--- config.mk ---
export PLATFORM = sky130hd
export DESIGN_NAME = inst_loader_flat
export DESIGN_NICKNAME = d
export VERILOG_FILES = /design/src/rtl/inst_loader_pkg.sv /design/src/rtl/inst_loader_if.sv /design/src/rtl/inst_loader_word_assembler.sv /design/src/rtl/inst_loader.sv /design/src/flat_wrapper.sv
export SDC_FILE = /design/constraint.sdc
export NUM_CORES = 1
export LEC_CHECK = 0
export ABC_AREA = 1
export BUFFER_PORTS_ARGS = -buffer_cell sky130_fd_sc_hd__buf_2
export CAP_MARGIN = 20
export CORE_UTILIZATION = 41
export CTS_CLUSTER_DIAMETER = 40
export DETAILED_ROUTE_END_ITERATION = 7
export SYNTH_ARGS = -nofsm -noshare
export SYNTH_HDL_FRONTEND = slang
export SYNTH_HIERARCHICAL = 1
export SYNTH_SLANG_ARGS = --single-unit
--- constraint.sdc ---
create_clock -name clk -period 2.1 [get_ports clk]
set_clock_uncertainty 0.15 [all_clocks]
set_input_delay 0.42 -clock clk [delete_from_list [all_inputs] [get_ports clk]]
set_output_delay 0.42 -clock clk [all_outputs]
set_load 0.01 [all_outputs]
--- src/rtl/inst_loader_pkg.sv ---
// Shared types and constants for the UART instruction loader.
// Optional build macro: INST_LOADER_CHECKSUM_EN adds the trailing checksum state.
package inst_loader_pkg;

  localparam int HDR_BYTES         = 4;
  localparam int BYTES_PER_WORD    = 4;
  localparam int DEFAULT_MAX_WORDS = 1024;

  typedef enum logic [2:0] {
    IDLE,
    HDR,
    DATA,
    WR_LAST,
`ifdef INST_LOADER_CHECKSUM_EN
    CSUM,
`endif
    DONE,
    ERR
  } state_e;

endpackage

--- src/rtl/inst_loader_if.sv ---
// Byte-stream input and instruction-memory write port of the loader.
// The master modport is the loader side; the slave modport is the UART/memory side.
interface inst_loader_if #(
  parameter int ADDR_W = 10
);
  logic [7:0]        rx_data;
  logic              rx_valid;
  logic              rx_ready;
  logic              mem_we;
  logic [ADDR_W-1:0] mem_addr;
  logic [31:0]       mem_di;

  modport master (
    input  rx_data, rx_valid,
    output rx_ready, mem_we, mem_addr, mem_di
  );

  modport slave (
    output rx_data, rx_valid,
    input  rx_ready, mem_we, mem_addr, mem_di
  );
endinterface

--- src/rtl/inst_loader_word_assembler.sv ---
// Little-endian byte-to-word packer; word_o/wordValid_o are valid in the cycle
// the final byte is presented, so the caller can act without an extra stage.
module word_assembler
  import inst_loader_pkg::*;
#(
  parameter int NBYTES = BYTES_PER_WORD
) (
  input  logic                clk,
  input  logic                rstn,
  input  logic                clear_i,
  input  logic                byteValid_i,
  input  logic [7:0]          byte_i,
  output logic                wordValid_o,
  output logic [NBYTES*8-1:0] word_o
);

  localparam int IDX_W  = $clog2(NBYTES);
  localparam int PACK_W = (NBYTES - 1) * 8;

  logic [PACK_W-1:0] pack_q, pack_d;
  logic [IDX_W-1:0]  idx_q, idx_d;

  // Bytes shift in from the top so the first byte ends up in the low lane.
  always_comb begin
    pack_d = pack_q;
    idx_d  = idx_q;
    if (clear_i) begin
      pack_d = '0;
      idx_d  = '0;
    end else if (byteValid_i) begin
      pack_d = {byte_i, pack_q[PACK_W-1:8]};
      idx_d  = idx_q + 1'b1;
    end
  end

  always_ff @(posedge clk) begin
    if (!rstn) begin
      pack_q <= '0;
      idx_q  <= '0;
    end else begin
      pack_q <= pack_d;
      idx_q  <= idx_d;
    end
  end

  assign wordValid_o = byteValid_i && (idx_q == IDX_W'(NBYTES - 1));
  assign word_o      = {byte_i, pack_q};

endmodule

--- src/rtl/inst_loader.sv ---
// Loads a length-prefixed program from a UART byte stream into instruction memory.
// Define INST_LOADER_CHECKSUM_EN to require a trailing XOR checksum byte.
module inst_loader
  import inst_loader_pkg::*;
#(
  parameter int ADDR_W    = 10,
  parameter int MAX_WORDS = DEFAULT_MAX_WORDS
) (
  input  logic                 clk,
  input  logic                 rstn,
  input  logic                 start,
  inst_loader_if.master        bus,
  output logic                 busy,
  output logic                 done,
  output logic                 error
);

  state_e            state_q, state_d;
  logic [31:0]       numWords_q, numWords_d;
  logic [ADDR_W:0]   wordCnt_q, wordCnt_d;
  logic              memWe_q, memWe_d;
  logic [ADDR_W-1:0] memAddr_q, memAddr_d;
  logic [31:0]       memDi_q, memDi_d;
`ifdef INST_LOADER_CHECKSUM_EN
  logic [7:0]        csum_q, csum_d;
`endif

  logic        rxReady, accept, startLoad;
  logic        hdrValid, dataValid;
  logic [31:0] hdrWord, dataWord;

  assign rxReady   = (state_q == HDR) || (state_q == DATA)
`ifdef INST_LOADER_CHECKSUM_EN
                   || (state_q == CSUM)
`endif
                   ;
  assign accept    = bus.rx_valid && rxReady;
  assign startLoad = start && ((state_q == IDLE) || (state_q == DONE) || (state_q == ERR));

  word_assembler #(.NBYTES(HDR_BYTES)) u_hdr (
    .clk(clk), .rstn(rstn), .clear_i(startLoad),
    .byteValid_i(accept && (state_q == HDR)), .byte_i(bus.rx_data),
    .wordValid_o(hdrValid), .word_o(hdrWord)
  );

  word_assembler #(.NBYTES(BYTES_PER_WORD)) u_data (
    .clk(clk), .rstn(rstn), .clear_i(startLoad),
    .byteValid_i(accept && (state_q == DATA)), .byte_i(bus.rx_data),
    .wordValid_o(dataValid), .word_o(dataWord)
  );

  always_comb begin
    state_d    = state_q;
    numWords_d = numWords_q;
    wordCnt_d  = wordCnt_q;
    memWe_d    = 1'b0;
    memAddr_d  = memAddr_q;
    memDi_d    = memDi_q;
`ifdef INST_LOADER_CHECKSUM_EN
    csum_d     = csum_q;
`endif
    case (state_q)
      IDLE, DONE, ERR: begin
        if (start) begin
          state_d   = HDR;
          wordCnt_d = '0;
`ifdef INST_LOADER_CHECKSUM_EN
          csum_d    = '0;
`endif
        end
      end
      HDR: begin
        if (hdrValid) begin
          numWords_d = hdrWord;
          if (hdrWord == 32'd0)
`ifdef INST_LOADER_CHECKSUM_EN
            state_d = CSUM;
`else
            state_d = DONE;
`endif
          else if (hdrWord > 32'(MAX_WORDS))
            state_d = ERR;
          else
            state_d = DATA;
        end
      end
      DATA: begin
`ifdef INST_LOADER_CHECKSUM_EN
        if (accept) csum_d = csum_q ^ bus.rx_data;
`endif
        // The write is registered so mem_di stays stable while the next word streams in.
        if (dataValid) begin
          memWe_d   = 1'b1;
          memAddr_d = wordCnt_q[ADDR_W-1:0];
          memDi_d   = dataWord;
          wordCnt_d = wordCnt_q + 1'b1;
          if (32'(wordCnt_q) + 32'd1 == numWords_q) state_d = WR_LAST;
        end
      end
      WR_LAST: begin
`ifdef INST_LOADER_CHECKSUM_EN
        state_d = CSUM;
`else
        state_d = DONE;
`endif
      end
`ifdef INST_LOADER_CHECKSUM_EN
      CSUM: begin
        if (accept) state_d = (bus.rx_data == csum_q) ? DONE : ERR;
      end
`endif
      default: state_d = IDLE;
    endcase
  end

  always_ff @(posedge clk) begin
    if (!rstn) begin
      state_q    <= IDLE;
      numWords_q <= '0;
      wordCnt_q  <= '0;
      memWe_q    <= 1'b0;
      memAddr_q  <= '0;
      memDi_q    <= '0;
`ifdef INST_LOADER_CHECKSUM_EN
      csum_q     <= '0;
`endif
    end else begin
      state_q    <= state_d;
      numWords_q <= numWords_d;
      wordCnt_q  <= wordCnt_d;
      memWe_q    <= memWe_d;
      memAddr_q  <= memAddr_d;
      memDi_q    <= memDi_d;
`ifdef INST_LOADER_CHECKSUM_EN
      csum_q     <= csum_d;
`endif
    end
  end

  assign bus.rx_ready = rxReady;
  assign bus.mem_we   = memWe_q;
  assign bus.mem_addr = memAddr_q;
  assign bus.mem_di   = memDi_q;
  assign busy  = rxReady || (state_q == WR_LAST);
  assign done  = (state_q == DONE);
  assign error = (state_q == ERR);

endmodule

--- src/flat_wrapper.sv ---
// flat-port wrapper written by rule: the top's interface ports become plain ports
module inst_loader_flat import inst_loader_pkg::*;
#(
  parameter int ADDR_W    = 10,
  parameter int MAX_WORDS = DEFAULT_MAX_WORDS
)
  (clk, rstn, start, busy, done, error, bus_rx_data, bus_rx_valid, bus_rx_ready, bus_mem_we, bus_mem_addr, bus_mem_di);
  inst_loader_if #(.ADDR_W(ADDR_W)) bus_i ();
  input  logic clk;
  input  logic rstn;
  input  logic start;
  output logic busy;
  output logic done;
  output logic error;
  input wire logic [$bits(bus_i.rx_data)-1:0] bus_rx_data;
  input wire logic [$bits(bus_i.rx_valid)-1:0] bus_rx_valid;
  output wire logic [$bits(bus_i.rx_ready)-1:0] bus_rx_ready;
  output wire logic [$bits(bus_i.mem_we)-1:0] bus_mem_we;
  output wire logic [$bits(bus_i.mem_addr)-1:0] bus_mem_addr;
  output wire logic [$bits(bus_i.mem_di)-1:0] bus_mem_di;
  assign bus_i.rx_data = bus_rx_data;
  assign bus_i.rx_valid = bus_rx_valid;
  assign bus_rx_ready = bus_i.rx_ready;
  assign bus_mem_we = bus_i.mem_we;
  assign bus_mem_addr = bus_i.mem_addr;
  assign bus_mem_di = bus_i.mem_di;
  inst_loader #(.ADDR_W(ADDR_W), .MAX_WORDS(MAX_WORDS)) u_core (.clk(clk), .rstn(rstn), .start(start), .bus(bus_i), .busy(busy), .done(done), .error(error));
endmodule
==> results.cfg <==
[power_and_ir_drop]
power_leakage_uw = 0.00303
internal_power_uw = 5400
seqPwrFrac_pct = 39.2
power_uw = 7940
clkPwrFrac_pct = 37.8
powerDensity_nw_per_um2 = 1090
power.net_switching_uw = 2540
sw_frac_of_total_pct = 32.0
peakVddDrop_uv = 601
comb_power_share_pct = 23.1

[die]
num_rows = 44
initial_core_util_pct = 42.3
dieHeight_um = 125
die-area_um2 = 15600
num_io_pins = 59
die_width_um = 125
core_um2 = 14600

[cts]
cts-root-buf = clkbuf_16
path_clk_slew_ps = 60
cts_buffers = 17
cts_tree = yes
cts.htree.levels = 4
clock_latency_ps = 420
clock-sinks = 141
ctsLongestPathBuffers = 2

[grt]
grt_use_total_pct = 19.9
antenna_found_initial = 1
overflow = 0
grt_max_degree = 61
first_global_vias = 4856
grt_pass1_wl_um = 24600

[timing]
rsz0062_at_grt = yes
hold_violations = 0
final_max_slew_viol_count = 0
worst_pin_slew_ps = 451
hold_ws_ps = 256
finalCritPeriodShare_pct = 93.3
setup_viol = 0
fmax_mhz = 511
max_slew_margin_pct = 69.9
period_minus_slack_ps = 1960

[synthesis]
synth_top_area_cell = dfxtp_1
avgSynthCellArea_um2 = 7.61
synth_commonest_cells = nand2_1 (148), dfxtp_1 (141), nor2_1 (137)
netlist-cell-type-count = 31
async_reset_ff_share_pct = 0
synthesis.area_um2 = 6200
synthCells = 814
ys_warn_count = 6
synth_edf_count = 0
synthTopCellsByArea = dfxtp_1 (46%), nand2_1 (9.0%), nor2_1 (8.3%), o21ai_0 (6.1%), a21oi_2 (5.7%)
post-synth-top-count-cell = nand2_1
synth_top_area_share_pct = 45.5
synthFlopType = dfxtp_1
yosysSeqAreaShare_pct = 45.5
yosys_register_bits = 141
synth_nets = 829

[worst_setup_path]
critical_path_class = reg -> reg
critPathMaxFanout = 6
required_ps = 2260
cp.arrival_ps = 2120
critPathLaunchType = flip-flop
crit_path_end_kind = flip-flop

[drt]
detail_route.wl_per_cell_um = 14.0
post-route-drc-count = 8
drt_pass1_iterations = 6
drtIter0Drc = 362
viasPerCell = 4.87
drtAntennaViolNets = 0
vias = 5201
drt-total-wl_um = 15000

[status]
violations = design-rule violations
status = finished, violations left

[cells_and_area]
final_nets = 885
fillerInstances = 1426
drive_gt1_share_pct = 27.6
area_delta_synth_final_pct = 17.9
final_area_um2 = 7310
multi_input_area_um2 = 2820
seqCellArea_um2 = 2830
fin_cells = 1068

[min_path]
hold_path.class = in -> reg

[place]
io_buffers = 58
place_congestion = 0.862
placed_area_um2 = 6620
dp.cells = 1032
dp_hpwl_um = 10400

[flow_run]
maxCapViolCount = 0
[layer usage]
layer,track usage [%],share of wire [%]
met1,24.4,45
met2,33.3,49
met3,5.09,3.9
met4,8.03,2.6
met5,0,0
[timing repair]
item,4_1_cts,5_1_grt
setup endpoints to repair,0,17
buffers inserted,0,3
resized for setup,0,24
hold buffers,0,0
[power by group through the flow]
stage | clock network [µW] | registers [µW] | logic, µW
final | 3000 | 3110 | 1830
after detailed placement | 0 | 3150 | 1750
after floorplan | 0 | 3240 | 1130
after CTS | 3060 | 3100 | 1750
after global placement | 0 | 3150 | 1750
after global routing | 3190 | 3140 | 2030
[per-stage QoR]
step	setup WS, ps	util, %	TNS [ps]
floorplan	8.88	-	0
global placement	76.6	45.2	0
detailed placement	22.6	45.2	0
CTS	12.6	49.3	0
global route	-51.9	49.9	-65.4
finish	142	49.9	0
[state kept, by name, indices dropped and copies added (netlist names), 2 cells and up]
signal and count:
u_core/bus.mem_di 32, u_core/numWords_q 32, u_core/u_data/pack_q 24, u_core/u_hdr/pack_q 24, u_core/wordCnt_q 11, u_core/bus.mem_addr 10
u_core/state_q 3, u_core/u_data/idx_q 2, u_core/u_hdr/idx_q 2
[path summary, 6_finish.rpt]
path	startpoint	end	slack (ps)	cells past startpoint
worst max-delay path	u_core/wordCnt_q[0]	u_core/state_q[0]	140	14
worst min-delay path	bus_rx_data[5]	u_core/bus.mem_di[29]	260	4
worst max register to register	u_core/wordCnt_q[0]	u_core/state_q[0]	140	14
worst min register to register	u_core/numWords_q[14]	u_core/numWords_q[14]	300	2
[cell usage in the layout, fill, tap and decap left out, types with 4 or more instances in the layout]
master and n:
inv_1 43, clkbuf_16 17, nand4_1 6, buf_2 58, inv_6 4, nand2_2 45
buf_4 28, a21oi_1 49, inv_2 10, nor2_1 133, clkinv_4 5, buf_12 5
nor2_4 6, or2_2 4, a21oi_2 40, dfxtp_1 135, nand3_1 36, nor3_1 4
dfxtp_2 5, nand2_1 147, o21ai_0 75
[critical path, cell delays in order, from the launching register on]
cell      delay [ps]
dfxtp_4          370
ha_4             280
inv_2             30
nand2_1           40
nand2_1           40
nor2_1           110
nand2_1           70
nor2_1           110
nand3_1           80
nor2_1            90
nand3_1           90
o21bai_2         230
nand2_1           80
nand2_1           60
nor2_1            40
[logic make-up after synthesis]
kind of cell    Yosys count  synth area share [%]
simple gates            390                  27.5
compound gates          170                  16.3
flops                   141                  45.5
buf+inv                 109                  9.89
fa+ha+maj                 3                 0.606
xor+xnor                  1                 0.141
[cell type report]
cell class                      count  share of cell area (%)
Antenna cell                        1                  0.0342
Clock buffer                       19                    6.06
Clock inverter                     13                    2.11
Inverter                           55                    3.03
Multi-Input combinational cell    564                    38.6
Sequential cell                   141                    38.8
Tap cell                          184                    3.15
Timing Repair Buffer               91                    8.22
Note: power is estimated with default switching activity, not from simulation.
